### config.mk
export PLATFORM = sky130hd
export DESIGN_NAME = pwl_coeff_fetch
export DESIGN_NICKNAME = d
export VERILOG_FILES = /design/src/rtl/pwl_pkg.sv /design/src/rtl/pwl_coeff_fetch_onehot_to_idx.sv /design/src/rtl/pwl_coeff_fetch.sv
export SDC_FILE = /design/constraint.sdc
export NUM_CORES = 1
export LEC_CHECK = 0
export CAP_MARGIN = 20
export CORE_UTILIZATION = 55
export CTS_BUF_LIST = sky130_fd_sc_hd__clkbuf_2 sky130_fd_sc_hd__clkbuf_4 sky130_fd_sc_hd__clkbuf_8
export DETAILED_ROUTE_END_ITERATION = 8
export PLACE_DENSITY = 0.78
export SETUP_SLACK_MARGIN = 0.5
export SKIP_LAST_GASP = 1
export SLEW_MARGIN = 15
export SYNTH_ARGS = -nofsm -noshare
export SYNTH_HDL_FRONTEND = slang
export SYNTH_SLANG_ARGS = --single-unit
### constraint.sdc
create_clock -name clk_i -period 13.7 [get_ports clk_i]
set_clock_uncertainty 0.05 [all_clocks]
set_input_delay 2.74 -clock clk_i [delete_from_list [all_inputs] [get_ports clk_i]]
set_output_delay 2.74 -clock clk_i [all_outputs]
set_load 0.01 [all_outputs]
### src/rtl/pwl_pkg.sv
// Shared types and constants for the PWL coefficient fetch stage.
package pwl_pkg;

  localparam int WIDTH = 16;
  localparam int NUM   = 8;
  localparam int IDX_W = $clog2(NUM);

  localparam logic [15:0] ERR_CNT_MAX = 16'hFFFF;

  typedef struct packed {
    logic [WIDTH-1:0] slope;
    logic [WIDTH-1:0] bias;
  } coeff_t;

  typedef struct packed {
    logic [WIDTH-1:0] s;
    logic [IDX_W-1:0] idx;
    logic             err;
  } stage_t;

endpackage

### src/rtl/pwl_coeff_fetch_onehot_to_idx.sv
// One-hot interval vector to index encoder; lowest set bit wins, err flags
// any vector that is not exactly one-hot.
module onehot_to_idx #(
  parameter  int NUM   = pwl_pkg::NUM,
  localparam int IDX_W = $clog2(NUM)
) (
  input  logic [NUM-1:0]   vec_i,
  output logic [IDX_W-1:0] idx_o,
  output logic             err_o
);
  import pwl_pkg::*;

  localparam logic [NUM-1:0] ONE = {{(NUM-1){1'b0}}, 1'b1};

  always_comb begin
    idx_o = '0;
    // Scan downward so the lowest set bit is the last one assigned.
    for (int i = NUM - 1; i >= 0; i--) begin
      if (vec_i[i]) idx_o = IDX_W'(i);
    end
    err_o = (vec_i == '0) | ((vec_i & (vec_i - ONE)) != '0);
  end

endmodule

### src/rtl/pwl_coeff_fetch.sv
// PWL coefficient fetch: encodes the interval, looks up {slope, bias} and
// presents {s, slope, bias} behind valid/ready. Optional: PWL_STATS_EN.
module pwl_coeff_fetch #(
  parameter  int WIDTH = pwl_pkg::WIDTH,
  parameter  int NUM   = pwl_pkg::NUM,
  localparam int IDX_W = $clog2(NUM)
) (
  input  logic             clk_i,
  input  logic             rst_i,
  input  logic             cfg_we_i,
  input  logic [IDX_W-1:0] cfg_addr_i,
  input  logic [WIDTH-1:0] cfg_slope_i,
  input  logic [WIDTH-1:0] cfg_bias_i,
  input  logic             in_valid_i,
  output logic             in_ready_o,
  input  logic [WIDTH-1:0] s_i,
  input  logic [NUM-1:0]   interval_i,
  output logic             out_valid_o,
  input  logic             out_ready_i,
  output logic [WIDTH-1:0] s_o,
  output logic [WIDTH-1:0] slope_o,
  output logic [WIDTH-1:0] bias_o,
  output logic [IDX_W-1:0] idx_o,
  output logic             err_o
`ifdef PWL_STATS_EN
  , output logic [15:0]    err_cnt_o
`endif
);
  import pwl_pkg::*;

  localparam logic [IDX_W:0] ADDR_LIM = (IDX_W+1)'(NUM);

  logic             v1_q, v1_d, v2_q, v2_d;
  stage_t           s1_q, s1_d;
  coeff_t           tbl_q [NUM];
  logic [IDX_W-1:0] enc_idx;
  logic             enc_err;
  logic             load1, load2, out_fire;
  logic [WIDTH-1:0] s_q;
  coeff_t           coef_q;
  logic [IDX_W-1:0] idx_q;
  logic             err_q;

  onehot_to_idx #(.NUM(NUM)) u_enc (
    .vec_i (interval_i),
    .idx_o (enc_idx),
    .err_o (enc_err)
  );

  assign out_fire   = v2_q & out_ready_i;
  assign in_ready_o = !v1_q | !v2_q | out_ready_i;
  assign load1      = in_valid_i & in_ready_o;
  assign load2      = v1_q & (!v2_q | out_ready_i);

  always_comb begin
    v1_d = v1_q;
    if (load1)      v1_d = 1'b1;
    else if (load2) v1_d = 1'b0;
    v2_d = v2_q;
    if (load2)         v2_d = 1'b1;
    else if (out_fire) v2_d = 1'b0;
    s1_d = s1_q;
    if (load1) s1_d = '{s: s_i, idx: enc_idx, err: enc_err};
  end

  // S1: sample, encoded index and error flag
  always_ff @(posedge clk_i or posedge rst_i) begin
    if (rst_i) begin
      v1_q <= 1'b0;
      v2_q <= 1'b0;
      s1_q <= '0;
    end else begin
      v1_q <= v1_d;
      v2_q <= v2_d;
      s1_q <= s1_d;
    end
  end

  // Table writes land at the edge, so an S2 read in the same cycle sees the old entry.
  always_ff @(posedge clk_i or posedge rst_i) begin
    if (rst_i) begin
      for (int i = 0; i < NUM; i++) tbl_q[i] <= '0;
    end else if (cfg_we_i && ({1'b0, cfg_addr_i} < ADDR_LIM)) begin
      tbl_q[cfg_addr_i] <= '{slope: cfg_slope_i, bias: cfg_bias_i};
    end
  end

  // S2: table lookup and output operand triple
  always_ff @(posedge clk_i or posedge rst_i) begin
    if (rst_i) begin
      s_q    <= '0;
      coef_q <= '0;
      idx_q  <= '0;
      err_q  <= 1'b0;
    end else if (load2) begin
      s_q    <= s1_q.s;
      coef_q <= tbl_q[s1_q.idx];
      idx_q  <= s1_q.idx;
      err_q  <= s1_q.err;
    end
  end

  assign out_valid_o = v2_q;
  assign s_o         = s_q;
  assign slope_o     = coef_q.slope;
  assign bias_o      = coef_q.bias;
  assign idx_o       = idx_q;
  assign err_o       = err_q;

`ifdef PWL_STATS_EN
  logic [15:0] err_cnt_q;

  always_ff @(posedge clk_i or posedge rst_i) begin
    if (rst_i) begin
      err_cnt_q <= '0;
    end else if (out_fire && err_q && (err_cnt_q != ERR_CNT_MAX)) begin
      err_cnt_q <= err_cnt_q + 16'd1;
    end
  end

  assign err_cnt_o = err_cnt_q;
`endif

endmodule

==> impl_metrics.ini, run 1 <==
[clock_tree]
cts_root_buf = clkbuf_8
post_cts_buffers = 0
postCtsHoldBufs = 0
cts_tree = done
cts.sinks = 330
clockBufferDepth = 3
cts.repair.resized = 0
clkSlewWorstSetupHoldPaths_ns = 0.06
htree_levels = 2
clk_latency_ns = 0.57
cts_buffers = 54

[sta]
rsz0062_at_grt = false
hold_viol = 0
tightest_slew_ns = 1.02
tns_ns = 0
period_minus_slack_ns = 6.74
layout_worst_path_cycle_share_pct = 49.2
max_clock_freq_mhz = 148
hold_ws_ns = 0.420
finalMaxSlewViolations = 0
finalWorstSetupSlack_ns = 6.96
setup_violations = 0
slew_headroom_pct = 31.4

[synth]
synth_area_mm2 = 0.0143
ys_warn_count = 0
synthMuxAreaShare_pct = 34.2
synth_compound_area_share_pct = 1.79
synth_nets = 980
ys_seq_elements = 330
synth_area_per_cell_um2 = 15.6
synth_top_family_by_area = multiplexers
yosys.area_share.simple_pct = 3.54
synth_fa_ha_area_share_pct = 0.0702
synth_cell_types = 37
ys_seq_area_share_pct = 57.9
syn_inst = 916
synth_xor_area_share_pct = 0.0615

[floorplanning]
io_pins = 118
start_util_pct = 56.3
die-width_um = 163
die_h_um = 163
core_mm2 = 0.0253
fp.dieArea_mm2 = 0.0266
row_count = 58

[grt]
grt_pass1_wl_um = 46100
antenna_found_initial = 1
globalRoute.totalOverflow = 0
grt_max_degree = 107
grt_pass1_vias = 8666
grt_use_total_pct = 22.4

[final_layout]
multiInputGateArea_mm2 = 0.00566
num_antenna_cells = 0
drive_above_1_share_pct = 40.6
fill_cells = 1826
nets = 1111
regArea_mm2 = 0.00827
syn_to_final_growth_pct = 17.8

[critical_path]
r2r-end = slope_o[4]
cp-endpoint = in_ready_o
r2r-start = s1_q[1]
worstSetupPathType = input port to output port
worst_ep_required_time_ns = 10.91
critPathCaptureType = output port
cp_max_fo = 5
startpoint = out_ready_i
cp_data_arrival_time_ns = 3.95
cp-start-kind = input port
reg2reg_depth = 4
r2r_setup_slack_ns = 11.10

[placed_design]
dp_hpwl_um = 16700
gp_congestion = 0.761
pre_cts_slack_ns = 6.96
placement.io_buffers = 117

[power]
p_leak_nw = 7.08
power.density_mw_per_mm2 = 164
ir_drop_v = 0.0000864
p_total_mw = 2.76

[detailed_routing]
totalWireLength_um = 28100
via_per_inst = 5.73
firstDrtPassIters = 4
vias = 8074
ant_nets = 0
wl_per_cell_um = 19.9
dr.first_iter.drc_count = 472
drcViolationCount = 0

[worst_hold_path]
hp-class = register to register

[run]
cap_violations = 0

[run_status]
status = complete, no violations
[how the worst min path moves through the flow]
stage,cells after the start,start,endpoint,slack [ns]
final,2,s1_q[4],s1_q[4],0.42
after global routing,2,s1_q[15],s1_q[15],0.44
after CTS,2,s1_q[4],s1_q[4],0.42
after detailed placement,2,s1_q[4],s1_q[4],0.41
after global placement,2,s1_q[11],s1_q[11],0.40
after floorplan,2,s1_q[10],s1_q[10],0.39
[critical path, stage by stage]
cell and delay [ns]:
clkdlybuf4s50_1 0.47, nand3b_1 0.18, clkdlybuf4s50_1 0.56
[report_power, final]
part / leakage, nW / switching (mW) / total, mW / internal (mW)
logic: 2.50 / 0.214 / 0.570 / 0.356
clock network: 0.598 / 0.367 / 0.885 / 0.518
registers: 3.98 / 0.110 / 1.31 / 1.20
total: 7.08 / 0.690 / 2.76 / 2.07
[cells by family after synthesis]
kind of cell | Yosys count
mux | 372
flops | 330
simple gates | 106
buf+inv | 60
compound gates | 46
xor+xnor | 1
fa+ha+maj | 1
[per-stage QoR]
step | instance area (um2) | std cells | utilization (%)
2_1_floorplan | 14300 | 916 | -
3_3_place_gp | 15600 | 1319 | 61.7
3_5_place_dp | 15600 | 1319 | 61.7
4_1_cts | 16800 | 1408 | 66.1
5_1_grt | 16800 | 1410 | 66.3
6_report | 16800 | 1410 | 66.3
[metal layers]
metal / vias to the layer above / GRT usage, % / share of wire [%] / routed length [um]
met5: - / 0 / 0.046 / 13
li1: 3619 / - / - / -
met1: 4225 / 31.3 / 45 / 12700
met3: 45 / 4.30 / 4.7 / 1320
met4: 2 / 7.26 / 1.9 / 530
met2: 183 / 35.8 / 48 / 13500
[layout make-up]
cell class / count / area share [%]
Sequential cell: 330 / 49.2
Clock inverter: 4 / 0.417
Inverter: 2 / 0.0894
Tap cell: 330 / 2.46
Multi-Input combinational cell: 526 / 33.7
Timing Repair Buffer: 133 / 7.83
Clock buffer: 85 / 6.26
[cell usage after synthesis (all sizes together)]
cell type,n,area share [%]
nand2,85,2.2
mux4,64,10
and2,1,0.044
or3,1,0.044
a2111oi,1,0.061
o21bai,1,0.053
mux2,276,22
nor4,1,0.088
mux2i,32,2.2
buf,49,2.1
nor2b,2,0.088
dfrtp,330,58
o31a,1,0.061
a21o,1,0.053
o31ai,1,0.053
o211ai,1,0.053
xnor2,1,0.061
a41oi,1,0.061
inv,2,0.053
maj3,1,0.070
nor2,3,0.079
o21ai,35,1.2
nor3,2,0.18
o41ai,1,0.061
a21oi,3,0.11
nand4,1,0.044
clkbuf,9,0.24
nand4b,3,0.18
nand3b,1,0.053
nand2b,4,0.23
nor3b,2,0.26
[cell usage in the layout, fill, tap and decap left out, drive strengths merged, types with 3 or more instances in the layout]
master / synthesis / routed
a21oi: 3 / 3
buf: 49 / 16
clkbuf: 9 / 85
clkdlybuf4s50: 0 / 117
dfrtp: 330 / 330
mux2: 276 / 276
mux2i: 32 / 32
mux4: 64 / 64
nand2: 85 / 85
nand2b: 4 / 4
nand4b: 3 / 3
nor2: 3 / 3
o21ai: 35 / 35
[flip-flops by register name (all words and copies together), names as in the netlist]
name,flops
tbl_q,256
bias_o,16
slope_o,16
idx_o,3
s1_q,20
err_o,1
v1_q,1
s_o,16
out_valid_o,1
(Power assumes the default switching activity.)
==> run 2: changes to the inputs <==
clock period = 6.8 ns   (was 13.7 ns; I/O delays follow)
==> run 2 against run 1 <==
  * Non-clock buffer count stayed put
  * Sequential power is 100% higher
  * Global-route usage hardly changed
  * Critical path depth stayed put
  * Total power is 110% higher
  * Worst hold slack better by 0.0026 ns
  * Die area stayed put
  * Via count is 0.67% lower
==> impl_metrics.ini, run 2 (synthesized netlist as in run 1, its figures left out) <==
[run_status]
status = complete, no violations

[critical_path]
cp-start-kind = input port
worst_ep_required_time_ns = 5.39
crit_path_max_incr_delay_ns = 0.57
cp_max_fo = 5
crit_buf_inv = 2
critPathCaptureType = output port
worstSetupPathType = input port to output port
crit_top_cell = clkdlybuf4s50_1
r2r-start = s1_q[1]
startpoint = out_ready_i
cp_top_family = buffers and inverters
cp_data_arrival_time_ns = 2.60
crit_slowest_cell = clkdlybuf4s50_1
worstPathCellList = clkdlybuf4s50_1 > nand3b_1 > clkdlybuf4s50_1

[power]
power.density_mw_per_mm2 = 337
ir_drop_v = 0.000240
pwr-share-comb_pct = 19.8
internal-power_mw = 4.29
clockPowerShare_pct = 33.9
seqPwrFrac_pct = 46.3
p_leak_nw = 7.11
power.net_switching_mw = 1.41
netSwitchingFraction_pct = 24.7

[floorplanning]
io_pins = 118
start_util_pct = 56.3
core_mm2 = 0.0253
die_h_um = 163
fp.dieArea_mm2 = 0.0266
die-width_um = 163
row_count = 58

[final_layout]
post-route-util_pct = 66.7
regArea_mm2 = 0.00827
regMostFlops = tbl_q
top_regs = tbl_q (256), s1_q (20)
fill_cells = 1806
largest_reg_flops = 256
num_antenna_cells = 0
final_cell_mix = 327 x dfrtp_1, 259 x mux2_2, 117 x clkdlybuf4s50_1
nets = 1110
syn_to_final_growth_pct = 18.5
final_common_cell = dfrtp_1
multiInputGateArea_mm2 = 0.00566
drive_above_1_share_pct = 41.0

[clock_tree]
clockBufferDepth = 3
postCtsHoldBufs = 0
cts.sinks = 330
post_cts_buffers = 0
cts_root_buf = clkbuf_8
clk_latency_ns = 0.58
clkSlewWorstSetupHoldPaths_ns = 0.06
cts_buffers = 53
cts_tree = done
cts.repair.resized = 0
htree_levels = 2

[detailed_routing]
wl_per_cell_um = 19.6
dr.first_iter.drc_count = 449
drcViolationCount = 0
totalWireLength_um = 27800
ant_nets = 0
vias = 8020
via_per_inst = 5.66
firstDrtPassIters = 6

[sta]
hold_viol = 0
finalMaxSlewViolations = 0
tightest_slew_ns = 0.999
period_minus_slack_ns = 4.01
tns_ns = 0
rsz0062_at_grt = false
layout_worst_path_cycle_share_pct = 58.9
max_clock_freq_mhz = 250
slew_headroom_pct = 33.4
setup_violations = 0

[grt]
grt_max_degree = 112
grt_pass1_vias = 8599
antenna_found_initial = 0
grt_use_total_pct = 22.5
grt_pass1_wl_um = 46300
globalRoute.totalOverflow = 0

[run]
cap_violations = 0

[worst_hold_path]
hp-start = s1_q[8]
hp-class = register to register

[placed_design]
dp_hpwl_um = 15600
gp_congestion = 0.716
placement.io_buffers = 117
==> run 2: cell types whose count changed in the layout (fill, tap and decap cells not counted), moves of 3 or more <==
cell and change:
clkinvlp_4 +5, bufinv_16 +4, clkbuf_8 -3, clkinv_2 +3
==> run 2: metrics by stage <==
stage	power [mW]	cells	area [um2]	worst slack, ns	hold slack (ns)
6_report	5.70	1417	16900	2.79	0.423
5_1_grt	6.01	1417	16900	2.74	0.441
4_1_cts	5.77	1417	16900	2.79	0.424
3_5_place_dp	3.82	1321	15700	2.80	0.409
3_3_place_gp	3.77	1321	15700	2.84	0.403
2_1_floorplan	3.40	916	14300	0.983	0.392
==> run 2: path summary, 6_finish.rpt <==
path / cells after the start / slack, ns / end
min in group asynchronous: 2 / 1.03 / slope_o[13]
max in group asynchronous: 3 / 4.57 / s1_q[2]
min reg2reg: 2 / 0.42 / s1_q[8]
max reg2reg: 4 / 4.23 / bias_o[13]
min: 2 / 0.42 / s1_q[8]
max: 3 / 2.79 / in_ready_o
==> run 2: area by class of cell <==
class / instances / area share, %
flip-flops and latches: 330 / 48.9
multi-input cells: 526 / 33.5
repair buffers: 133 / 7.72
clock buffers: 81 / 5.93
well taps: 330 / 2.44
clock inverters: 15 / 1.39
inverters: 2 / 0.0667
==> run 2: metal layers <==
metal	vias to the layer above	GRT usage [%]	part of all wire [%]
met1	4195	31.8	45
met3	40	3.87	4.3
met4	0	6.67	1.8
li1	3623	-	-
met2	162	36.0	48
met5	-	0	0
==> run 2: worst register-to-register path, cell delays in order (launching register included) <==
cell and delay (ns):
dfrtp_4 0.69, buf_4 0.76, mux4_2 0.61, mux2i_1 0.21, o21ai_1 0.08
==> run 2: power by group through the flow <==
| stage | Clock [mW] | Combinational (mW) | Sequential [mW] |
|---|---|---|---|
| CTS | 1.98 | 1.15 | 2.64 |
| global placement | 0 | 1.12 | 2.65 |
| global route | 2.07 | 1.23 | 2.70 |
| floorplan | 0 | 0.760 | 2.64 |
| detailed placement | 0 | 1.15 | 2.67 |
| finish | 1.93 | 1.13 | 2.64 |
==> run 3: changes to the inputs <==
CORE_UTILIZATION = 54   (was 55)
PLACE_DENSITY = 0.8   (was 0.78)
clock period = 3.3 ns   (was 6.8 ns; I/O delays follow)
==> run 3 against run 2 <==
  * Clock-buffer cell count fell by 3
  * Utilization decreased by 1.7 points
  * Final cell count grew 0.42%
  * Sequential power rose by 110%
  * Combinational power is 110% higher
  * Worst setup slack worse by 2.1 ns
  * Critical path depth unchanged
  * Design area barely moved
  * Largest cell class unchanged
  * Critical path type unchanged
  * Total power rose by 98%
  * Clock power rose by 79%
  * Non-clock buffer count is 9 higher
==> impl_metrics.ini, run 3 (synthesized netlist as in run 1, its figures left out) <==
[power]
pwr-share-comb_pct = 20.9
power.density_mw_per_mm2 = 668
power.net_switching_mw = 2.88
p_leak_nw = 7.11
netSwitchingFraction_pct = 25.6
internal-power_mw = 8.40
clockPowerShare_pct = 30.7
ir_drop_v = 0.000405
seqPwrFrac_pct = 48.4

[detailed_routing]
wl_per_cell_um = 19.7
dr.first_iter.drc_count = 443
vias = 8098
via_per_inst = 5.69
firstDrtPassIters = 4
ant_nets = 0
totalWireLength_um = 28000
drcViolationCount = 0

[critical_path]
cp_max_fo = 5
cp-start-kind = input port
critPathCaptureType = output port
worstSetupPathType = input port to output port
cp_data_arrival_time_ns = 1.88
worst_ep_required_time_ns = 2.59

[clock_tree]
htree_levels = 2
clkSlewWorstSetupHoldPaths_ns = 0.06
clockBufferDepth = 3
cts.repair.resized = 0
clk_latency_ns = 0.57
post_cts_buffers = 0
cts_buffers = 52
cts_tree = done
cts.sinks = 330
cts_root_buf = clkbuf_8
postCtsHoldBufs = 0

[final_layout]
drive_above_1_share_pct = 41.1
final_cell_mix = 327 x dfrtp_1, 259 x mux2_2, 117 x clkdlybuf4s50_1
nets = 1118
syn_to_final_growth_pct = 18.5
num_antenna_cells = 0
top_regs = tbl_q (256), s1_q (20)
final_common_cell = dfrtp_1
stdcell_area_mm2 = 0.0169
fin_cells = 1423
regMostFlops = tbl_q
largest_reg_flops = 256

[placed_design]
gp_congestion = 0.747
dp_hpwl_um = 17000
place_area_mm2 = 0.0158
placement.io_buffers = 117
dpl.cell_count = 1335

[grt]
antenna_found_initial = 0
grtUsageMet1_pct = 32.6
globalRoute.totalOverflow = 0
grt.busiest_layer = met2
grt_pass1_wl_um = 46100
grt_max_degree = 68
grt_use_total_pct = 22.1
grtUsageMet2_pct = 34.6
grt_pass1_vias = 8525
use_met3_pct = 3.26

[sta]
max_clock_freq_mhz = 386
finalMaxSlewViolations = 0
tightest_slew_ns = 0.735
slew_headroom_pct = 51.0
setup_violations = 0
period_minus_slack_ns = 2.59
hold_viol = 0
rsz0062_at_grt = false
layout_worst_path_cycle_share_pct = 78.6

[worst_hold_path]
hp-class = input port to async pin

[run_status]
status = complete, no violations

[floorplanning]
core_mm2 = 0.0260
die-width_um = 164
row_count = 59
fp.dieArea_mm2 = 0.0270
die_h_um = 164
io_pins = 118
start_util_pct = 54.8

[run]
cap_violations = 0
[run 3: power by group through the flow]
stage / Sequential (mW) / Clock, mW / Combinational, mW
6_report: 5.46 / 3.46 / 2.36
5_1_grt: 5.58 / 3.73 / 2.58
4_1_cts: 5.46 / 3.56 / 2.40
3_5_place_dp: 5.53 / 0 / 2.39
3_3_place_gp: 5.47 / 0 / 2.32
2_1_floorplan: 5.44 / 0 / 1.57
[run 3: worst paths after layout]
kind                                  start         end  slack (ns)  cells past startpoint
min in group clk_i                 s1_q[11]    s1_q[11]        0.42                      2
worst min register to register     s1_q[11]    s1_q[11]        0.42                      2
worst min-delay path                  rst_i  tbl_q[125]        0.37                      2
worst max-delay path            out_ready_i  in_ready_o        0.71                      3
worst max register to register      s1_q[1]  slope_o[8]        0.96                      4
max in group asynchronous             rst_i   bias_o[8]        1.95                      3
[run 3: final cells by class]
type                    count  area [um2]
repair buffers            142        1480
well taps                 335         419
inverters                   2        11.3
clock buffers              78         967
flip-flops and latches    330        8270
multi-input cells         526        5660
fillers                  1899        9090
clock inverters            10        80.1
[run 3: routing by layer]
layer / part of all wire (%) / up-vias
met5: 0 / -
met4: 1.7 / 0
met3: 4.5 / 45
met2: 48 / 162
met1: 46 / 4258
li1: - / 3633
[run 3: worst max-delay path: stages]
cell and delay, ns:
clkdlybuf4s50_1 0.47, nand3b_1 0.19, clkdlybuf4s50_1 0.56
[run 3: through the flow]
stage	TNS [ns]	hold slack, ns	worst slack (ns)	utilization (%)	power [mW]
2_1_floorplan	-599.50	0.392	-1.82	-	7.00
3_3_place_gp	0	0.403	0.738	61.0	7.80
3_5_place_dp	0	0.409	0.700	61.0	7.92
4_1_cts	0	0.343	0.702	65.0	11.4
5_1_grt	0	0.366	0.615	65.0	11.9
6_report	0	0.367	0.708	65.0	11.3
